===== config.mk =====
export PLATFORM = sky130hd
export DESIGN_NAME = coin_change_dispenser_flat
export DESIGN_NICKNAME = d
export VERILOG_FILES = /design/src/rtl/coin_change_dispenser_if.sv /design/src/rtl/coin_change_dispenser.sv /design/src/flat_wrapper.sv
export SDC_FILE = /design/constraint.sdc
export NUM_CORES = 1
export LEC_CHECK = 0
export CAP_MARGIN = 20
export CORE_ASPECT_RATIO = 0.6
export CORE_MARGIN = 5
export CORE_UTILIZATION = 25
export CTS_BUF_LIST = sky130_fd_sc_hd__clkbuf_8
export DETAILED_ROUTE_END_ITERATION = 8
export PLACE_DENSITY = 0.52
export SLEW_MARGIN = 20
export SYNTH_ARGS = -nofsm -noshare
export SYNTH_HDL_FRONTEND = slang
export SYNTH_SLANG_ARGS = --single-unit

===== constraint.sdc =====
create_clock -name clk -period 2.55 [get_ports clk]
set_input_delay 0.6375 -clock clk [delete_from_list [all_inputs] [get_ports clk]]
set_output_delay 0.6375 -clock clk [all_outputs]
set_load 0.005 [all_outputs]

===== src/rtl/coin_change_dispenser_if.sv =====
// rtl/coin_change_dispenser_if.sv - request, product and change-coin signals of the coin payout block
interface coin_change_dispenser_if #(
  parameter int CREDIT_W = 4
);
  logic                start;
  logic                cancel;
  logic [CREDIT_W-1:0] credit;
  logic                busy;
  logic                product;
  logic [1:0]          coin_out;
  logic                coin_valid;
  logic                coin_ack;
  logic                done;
  logic                err;

  modport master (
    output start, cancel, credit, coin_ack,
    input  busy, product, coin_out, coin_valid, done, err
  );

  modport slave (
    input  start, cancel, credit, coin_ack,
    output busy, product, coin_out, coin_valid, done, err
  );
endinterface


===== src/rtl/coin_change_dispenser.sv =====
// rtl/coin_change_dispenser.sv - releases the product when credit covers the price, then pays change greedily
module coin_change_dispenser #(
  parameter int PRICE    = 3,
  parameter int CREDIT_W = 4
) (
  input logic                    clk,
  input logic                    rst,
  coin_change_dispenser_if.slave bus
);
  typedef enum logic [2:0] {
    S_IDLE,
    S_CHECK,
    S_VEND,
    S_PAY,
    S_DONE
  } state_t;

  localparam logic [CREDIT_W-1:0] W_PRICE = CREDIT_W'(PRICE);

  state_t              r_state;
  state_t              w_state_nx;
  logic [CREDIT_W-1:0] r_remaining;
  logic [CREDIT_W-1:0] w_remaining_nx;
  logic                r_cancel;
  logic                w_cancel_nx;
  logic                r_err;
  logic                w_err_nx;
  logic [CREDIT_W-1:0] w_after_vend;
  logic [CREDIT_W-1:0] w_coin_step;
  logic [CREDIT_W-1:0] w_after_coin;

  // Greedy change: a 10c coin whenever two units remain, so at most one 5c coin, always last
  assign w_after_vend = r_remaining - W_PRICE;
  assign w_coin_step  = (r_remaining >= CREDIT_W'(2)) ? CREDIT_W'(2) : CREDIT_W'(1);
  assign w_after_coin = r_remaining - w_coin_step;

  always_ff @(posedge clk) begin
    if (rst) begin
      r_state     <= S_IDLE;
      r_remaining <= '0;
      r_cancel    <= 1'b0;
      r_err       <= 1'b0;
    end else begin
      r_state     <= w_state_nx;
      r_remaining <= w_remaining_nx;
      r_cancel    <= w_cancel_nx;
      r_err       <= w_err_nx;
    end
  end

  always_comb begin
    w_state_nx     = r_state;
    w_remaining_nx = r_remaining;
    w_cancel_nx    = r_cancel;
    w_err_nx       = r_err;
    case (r_state)
      S_IDLE: begin
        if (bus.start) begin
          w_remaining_nx = bus.credit;
          w_cancel_nx    = bus.cancel;
          w_state_nx     = S_CHECK;
        end
      end
      S_CHECK: begin
        if (r_cancel || (r_remaining < W_PRICE)) begin
          w_err_nx   = !r_cancel;
          w_state_nx = (r_remaining != '0) ? S_PAY : S_DONE;
        end else begin
          w_err_nx   = 1'b0;
          w_state_nx = S_VEND;
        end
      end
      S_VEND: begin
        w_remaining_nx = w_after_vend;
        w_state_nx     = (w_after_vend != '0) ? S_PAY : S_DONE;
      end
      S_PAY: begin
        if (bus.coin_ack) begin
          w_remaining_nx = w_after_coin;
          if (w_after_coin == '0) begin
            w_state_nx = S_DONE;
          end
        end
      end
      S_DONE: begin
        w_state_nx = S_IDLE;
      end
      default: begin
        w_state_nx = S_IDLE;
      end
    endcase
  end

  // Outputs decode registered state only, so no input reaches an output in the same cycle
  assign bus.busy       = (r_state != S_IDLE);
  assign bus.product    = (r_state == S_VEND);
  assign bus.coin_valid = (r_state == S_PAY);
  assign bus.coin_out   = (r_state != S_PAY) ? 2'b00 :
                          (w_coin_step == CREDIT_W'(2)) ? 2'b10 : 2'b01;
  assign bus.done       = (r_state == S_DONE);
  assign bus.err        = (r_state == S_DONE) && r_err;
endmodule


===== src/flat_wrapper.sv =====
// flat-port wrapper written by rule: the top's interface ports become plain ports
module coin_change_dispenser_flat 
#(
  parameter int PRICE    = 3,
  parameter int CREDIT_W = 4
)
  (clk, rst, bus_start, bus_cancel, bus_credit, bus_coin_ack, bus_busy, bus_product, bus_coin_out, bus_coin_valid, bus_done, bus_err);
  coin_change_dispenser_if #(.CREDIT_W(CREDIT_W)) bus_i ();
  input logic clk;
  input logic rst;
  input wire logic [$bits(bus_i.start)-1:0] bus_start;
  input wire logic [$bits(bus_i.cancel)-1:0] bus_cancel;
  input wire logic [$bits(bus_i.credit)-1:0] bus_credit;
  input wire logic [$bits(bus_i.coin_ack)-1:0] bus_coin_ack;
  output wire logic [$bits(bus_i.busy)-1:0] bus_busy;
  output wire logic [$bits(bus_i.product)-1:0] bus_product;
  output wire logic [$bits(bus_i.coin_out)-1:0] bus_coin_out;
  output wire logic [$bits(bus_i.coin_valid)-1:0] bus_coin_valid;
  output wire logic [$bits(bus_i.done)-1:0] bus_done;
  output wire logic [$bits(bus_i.err)-1:0] bus_err;
  assign bus_i.start = bus_start;
  assign bus_i.cancel = bus_cancel;
  assign bus_i.credit = bus_credit;
  assign bus_i.coin_ack = bus_coin_ack;
  assign bus_busy = bus_i.busy;
  assign bus_product = bus_i.product;
  assign bus_coin_out = bus_i.coin_out;
  assign bus_coin_valid = bus_i.coin_valid;
  assign bus_done = bus_i.done;
  assign bus_err = bus_i.err;
  coin_change_dispenser #(.PRICE(PRICE), .CREDIT_W(CREDIT_W)) u_core (.clk(clk), .rst(rst), .bus(bus_i));
endmodule

==> reports/metrics.yaml, run 1 <==
global_routing:
  track_usage_pct: 10.2
  grt_pass1_vias: 727
  grt_pass1_wl_microns: 3600
  grt_overflow: 0
  grt_max_degree: 13
  antenna_found_initial: 0
worst_setup_path:
  worstPathRequired_ns: 1.91
  r2r_end: "u_core.r_remaining[2]"
  cp_data_arrival_time_ns: 1.81
  crit_family: "buffers and inverters"
  crit_path_end_kind: "primary output"
  timing.rr.start: "u_core.r_remaining[0]"
  reg2reg_slack_ns: 0.54
  cp-start-kind: "flip-flop"
  ff2ff_path_depth: 10
  cp_slowest_cell: "clkdlybuf4s50_1"
  slowest_delay_ns: 0.43
  worst-path-buf-inv: 3
  crit_type: "flip-flop to primary output"
  crit_chain: "inv_2, ha_4, or4_4, nand2_2, inv_1, clkdlybuf4s50_1"
  worstPathMaxFanout: 4
job:
  drv_cap: 0
synth:
  synth-async-reset-ratio_pct: 0
  ys_seq_elements: 9
  synth_area_leaders: "dfxtp_1 22%, ha_1 6.1%, o211ai_1 4.6%"
  synth_nets: 120
  synth_edf_count: 0
  syn_area_sq_um: 820
  syn_avg_cell_area_sq_um: 7.66
  yosys_warnings: 0
  synth_ff_type: "dfxtp_1"
  yosysUniqueCellTypes: 46
  synth-seq-area-share_pct: 22.0
  yosysTopAreaCellShare_pct: 22.0
  syn_inst: 107
  synth_area_leader_cell: "dfxtp_1"
clocking:
  htree_levels: 1
  cts_tree: "yes"
  cts_resized: 0
  clk_latency_ns: 0.24
  clockBufferDepth: 2
  cts_hold_buf: 0
  cts_inserted_buffers: 3
  ctsRootBufferMaster: "clkbuf_8"
  cts_sinks: 9
  post-cts-setup-buffer-count: 0
  path_clk_slew_ns: 0.05
drt:
  wl_per_cell_microns: 12.9
  drt-met1-wl_microns: 1250
  vias: 833
  routed_via_density: 4.90
  wl_met3_microns: 129
  drt-initial-drc-count: 64
  antenna_left: 0
  wl_met2_microns: 808
  highest_layer: "met4"
  drt-pass1-iter-count: 4
  remaining_drc_errors: 0
  drt-total-wl_microns: 2200
cells_and_area:
  layout-drive-gt1-share_pct: 16.0
  fillers: 352
  fin_nets: 139
  layout.cells.non_filler: 170
  diodes: 0
  multi_input_area_sq_um: 576
  area_delta_synth_final_pct: 32.5
  regArea_sq_um: 180
die:
  fp.dieH_microns: 54.4
  rows: 16
  die-area_sq_um: 4560
  die_width_microns: 83.9
  start_util_pct: 25.6
  io_pins: 16
  core_sq_um: 3200
min_path:
  hp-start: "u_core.r_cancel"
  min_path_cells: 2
  holdCritPathClass: "flip-flop to flip-flop"
  holdPathEnd: "u_core.r_cancel"
pwr:
  ir_drop_uv: 340
  total_leakage_power_uw: 0.000434
  power_density_nw_per_um2: 1120
  total_power_uw: 1210
sta:
  period_needed_ns: 2.45
  finalSetupTns_ns: 0
  finalCritPeriodShare_pct: 95.9
  relSlewSlack_pct: 71.2
  fin_hold_ws_ns: 0.518
  final-setup-viol-count: 0
  rsz0062_at_grt: "no"
  worst-slew-pin-transition_ns: 0.431
  finClkSkew_ns: 0.00132
  finalHoldViolations: 0
  slew_violations: 0
  fmax_mhz: 409
placement:
  portBuffers: 15
  place_inst: 166
  dp_hpwl_microns: 1700
  gp_congestion: 0.866
status:
  status: "complete, no violations"
## power breakdown
group | total, uW | switching (uW) | internal [uW]
Clock | 167 | 61.8 | 105
Sequential | 270 | 78.4 | 191
Combinational | 777 | 385 | 391
## sequential cells by signal (all words and copies together), names as in the netlist
| name | flops |
|---|---|
| u_core.r_remaining | 4 |
| u_core.r_state | 3 |
| u_core.r_err | 1 |
| u_core.r_cancel | 1 |
## synth_stat cells (all sizes together), types with 2 or more instances
library cell and instances:
o211ai 5, and2 4, a21oi 7, nor2 8, nor2b 2, ha 4, and2b 2, a211oi 3
nor3b 2, o21ai 8, inv 7, nor3 3, and3b 2, dfxtp 9, nor4 3, nand2b 4
buf 7, nand2 6, nand3 2
## per-stage QoR
| stage | util, % | worst slack [ns] | instance area [sq um] |
|---|---|---|---|
| 2_1_floorplan | - | 0.476 | 820 |
| 3_3_place_gp | 32.1 | 0.315 | 1030 |
| 3_5_place_dp | 32.1 | 0.270 | 1030 |
| 4_1_cts | 33.5 | 0.00937 | 1070 |
| 5_1_grt | 33.9 | 0.00813 | 1090 |
| 6_report | 33.9 | 0.104 | 1090 |
## cell families after synthesis
group / Yosys count / share of synthesized area [%]
flip-flops: 9 / 22.0
AND/OR/NAND/NOR: 42 / 30.2
multiplexers: 1 / 1.22
XOR/XNOR: 1 / 1.07
adder cells (fa/ha/maj): 4 / 6.11
AO/OA/AOI/OAI: 35 / 30.1
buffers and inverters: 15 / 9.31
## worst max path at each step
stage	from	end	depth (start not counted)
finish	u_core.r_remaining[0]	bus_coin_out[1]	6
global route	u_core.r_remaining[1]	bus_coin_out[1]	5
CTS	u_core.r_remaining[0]	bus_coin_out[1]	6
detailed placement	u_core.r_remaining[0]	bus_coin_out[1]	6
global placement	u_core.r_remaining[0]	bus_coin_out[1]	6
floorplan	u_core.r_remaining[0]	u_core.r_state[2]	10
## per-layer routing
metal,track usage (%),vias up
met4,1.60,0
met2,13.2,25
met5,0,-
li1,-,422
met1,15.8,384
met3,3.61,2
## area by class of cell
class,count,share of cell area [%]
clock buffer,3,3.80
clock inverter,1,0.346
tap,45,5.18
sequential,9,16.6
timing repair buffer,22,18.7
multi-input combinational,83,53.0
inverter,7,2.42
## placed cells by master (no fill, tap or decap), types with 2 or more instances in the layout
master and count:
dfxtp_1 9, nand2_1 5, clkbuf_8 3, and3b_1 2, nand3_1 2, o21ai_1 3
and2_1 4, nor4_1 3, buf_4 7, nand2b_1 4, nor2_1 8, o211ai_1 5
a211oi_1 2, clkdlybuf4s50_1 15, nor3_1 3, a21oi_2 2, o21ai_0 5, inv_1 7
nor2b_1 2, ha_1 3, a21oi_1 5
## worst min-delay path, stage by stage, from the launching register on
cell and delay, ns:
dfxtp_1 0.33, o21ai_0 0.08, a21oi_1 0.06
Note: power is estimated with default switching activity, not from simulation.
==> inputs of run 2 (changes only) <==
--- a/config.mk
+++ b/config.mk
@@ -6,12 +6,12 @@
 export NUM_CORES = 1
 export LEC_CHECK = 0
 export CAP_MARGIN = 20
-export CORE_ASPECT_RATIO = 0.6
 export CORE_MARGIN = 5
-export CORE_UTILIZATION = 25
+export CORE_UTILIZATION = 53
 export CTS_BUF_LIST = sky130_fd_sc_hd__clkbuf_8
 export DETAILED_ROUTE_END_ITERATION = 8
-export PLACE_DENSITY = 0.52
+export MAX_ROUTING_LAYER = met4
+export PLACE_DENSITY = 0.88
 export SLEW_MARGIN = 20
 export SYNTH_ARGS = -nofsm -noshare
 export SYNTH_HDL_FRONTEND = slang
==> constraint.sdc (replaced) <==
create_clock -name clk -period 2.55 [get_ports clk]
set_input_delay 0.6375 -clock clk [delete_from_list [all_inputs] [get_ports clk]]
set_output_delay 0.6375 -clock clk [all_outputs]
set_load 0.05 [all_outputs]
==> reports/metrics.yaml, run 2 (same netlist as run 1, synthesis figures left out) <==
placement:
  portBuffers: 15
  gp_congestion: 1.02
  dp_hpwl_microns: 1610
worst_setup_path:
  worst-path-buf-inv: 3
  cp-start-kind: "flip-flop"
  crit_type: "flip-flop to primary output"
  cp_slowest_cell: "or4_4"
  crit_path_end_kind: "primary output"
  crit_family: "simple AND/OR/NAND/NOR gates"
  path_common_cell: "inv_1"
  crit_chain: "inv_1, ha_1, or4_4, nand2_2, inv_1, buf_4"
  worstPathMaxFanout: 10
  slowest_delay_ns: 0.43
  worstPathRequired_ns: 1.91
  cp_data_arrival_time_ns: 1.78
die:
  rows: 14
  start_util_pct: 55.0
  die-area_sq_um: 2430
  core_sq_um: 1490
  io_pins: 16
  die_width_microns: 49.3
  fp.dieH_microns: 49.3
clocking:
  clockBufferDepth: 2
  cts_hold_buf: 0
  cts_inserted_buffers: 3
  path_clk_slew_ns: 0.05
  htree_levels: 1
  cts_tree: "yes"
  clk_latency_ns: 0.23
  cts_sinks: 9
  ctsRootBufferMaster: "clkbuf_8"
drt:
  antenna_left: 0
  remaining_drc_errors: 0
  vias: 866
  routed_via_density: 6.28
  drt-total-wl_microns: 2170
  wl_per_cell_microns: 15.7
  drt-pass1-iter-count: 5
  drt-initial-drc-count: 26
pwr:
  power_density_nw_per_um2: 1230
  total_leakage_power_uw: 0.000438
  total_power_uw: 1260
  ir_drop_uv: 706
min_path:
  holdCritPathClass: "flip-flop to flip-flop"
global_routing:
  track_usage_pct: 18.8
  grt_overflow: 0
  grt_max_degree: 14
  antenna_found_initial: 0
  grt_pass1_vias: 834
  grt_pass1_wl_microns: 3530
job:
  drv_cap: 0
sta:
  fin_hold_ws_ns: 0.530
  period_needed_ns: 2.42
  finClkSkew_ns: 0.00278
  finalHoldViolations: 0
  fmax_mhz: 414
  final-setup-viol-count: 0
  rsz0062_at_grt: "no"
  finalCritPeriodShare_pct: 94.8
  finalSetupTns_ns: 0
  relSlewSlack_pct: 67.0
  slew_violations: 0
  worst-slew-pin-transition_ns: 0.494
cells_and_area:
  regMostFlops: "u_core.r_remaining"
  area_delta_synth_final_pct: 25.0
  layout_common_cells: "9 x clkdlybuf4s50_1, 9 x buf_4, 8 x inv_1, 8 x nor2_1, 8 x dfxtp_1"
  fin_nets: 136
  fillers: 125
  largest_registers: "u_core.r_remaining x4, u_core.r_state x3"
  largest_register_ffs: 4
  diodes: 0
  layout-drive-gt1-share_pct: 19.7
status:
  status: "complete, no violations"
==> run 2: report_power, final <==
group / leakage, uW / internal [uW] / switching, uW
Clock: 0.0000269 / 105 / 56.4
Sequential: 0.0000744 / 193 / 73.8
Combinational: 0.000337 / 361 / 469
Total: 0.000438 / 658 / 600
==> run 2: path summary, 6_finish.rpt <==
kind / from / to / slack (ns) / depth (start not counted)
worst min register to register: u_core.r_cancel / u_core.r_cancel / 0.53 / 2
worst min-delay path: u_core.r_cancel / u_core.r_cancel / 0.53 / 2
worst max register to register: u_core.r_remaining[0] / u_core.r_state[2] / 0.33 / 9
worst max-delay path: u_core.r_remaining[0] / bus_coin_out[1] / 0.13 / 6
==> run 2: what timing repair did <==
item | 4_1_cts | 5_1_grt
gates resized for setup | 0 | 2
buffers inserted | 0 | 0
setup endpoints to repair | 0 | 3
==> run 2: layer usage <==
| layer | wire (microns) | global-route usage (%) |
|---|---|---|
| met1 | 883 | 22.1 |
| met2 | 1060 | 29.8 |
| met3 | 192 | 6.42 |
| met4 | 34 | 6.28 |
| met5 | 0 | - |
==> run 2: worst reg2reg max path, cell delays in order, from the launching register on <==
cell and delay (ns):
dfxtp_2 0.42, inv_1 0.12, ha_1 0.26, or4_4 0.43, nand2_1 0.09, ha_1 0.17
xor2_1 0.16, nand4b_1 0.11, o21ai_1 0.23, and3_1 0.19
==> run 2: area by class of cell <==
cell class                      instances  area, sq um  area share (%)
Clock buffer                            3         41.3            4.03
Tap cell                               16         20.0            1.95
Inverter                                7         26.3            2.56
Sequential cell                         9          181            17.7
Multi-Input combinational cell         83          574            56.0
Clock inverter                          1         3.75           0.366
Timing Repair Buffer                   19          178            17.3
==> run 2: metrics by stage <==
step                      std cells  area (sq um)  worst slack (ns)  util (%)
after CTS                       138          1020            0.0234      68.3
after global placement          134           972             0.305      65.3
final                           138          1020             0.132      68.8
after global routing            138          1020            0.0515      68.8
after detailed placement        134           972             0.236      65.3
after floorplan                 107           825             0.178         -
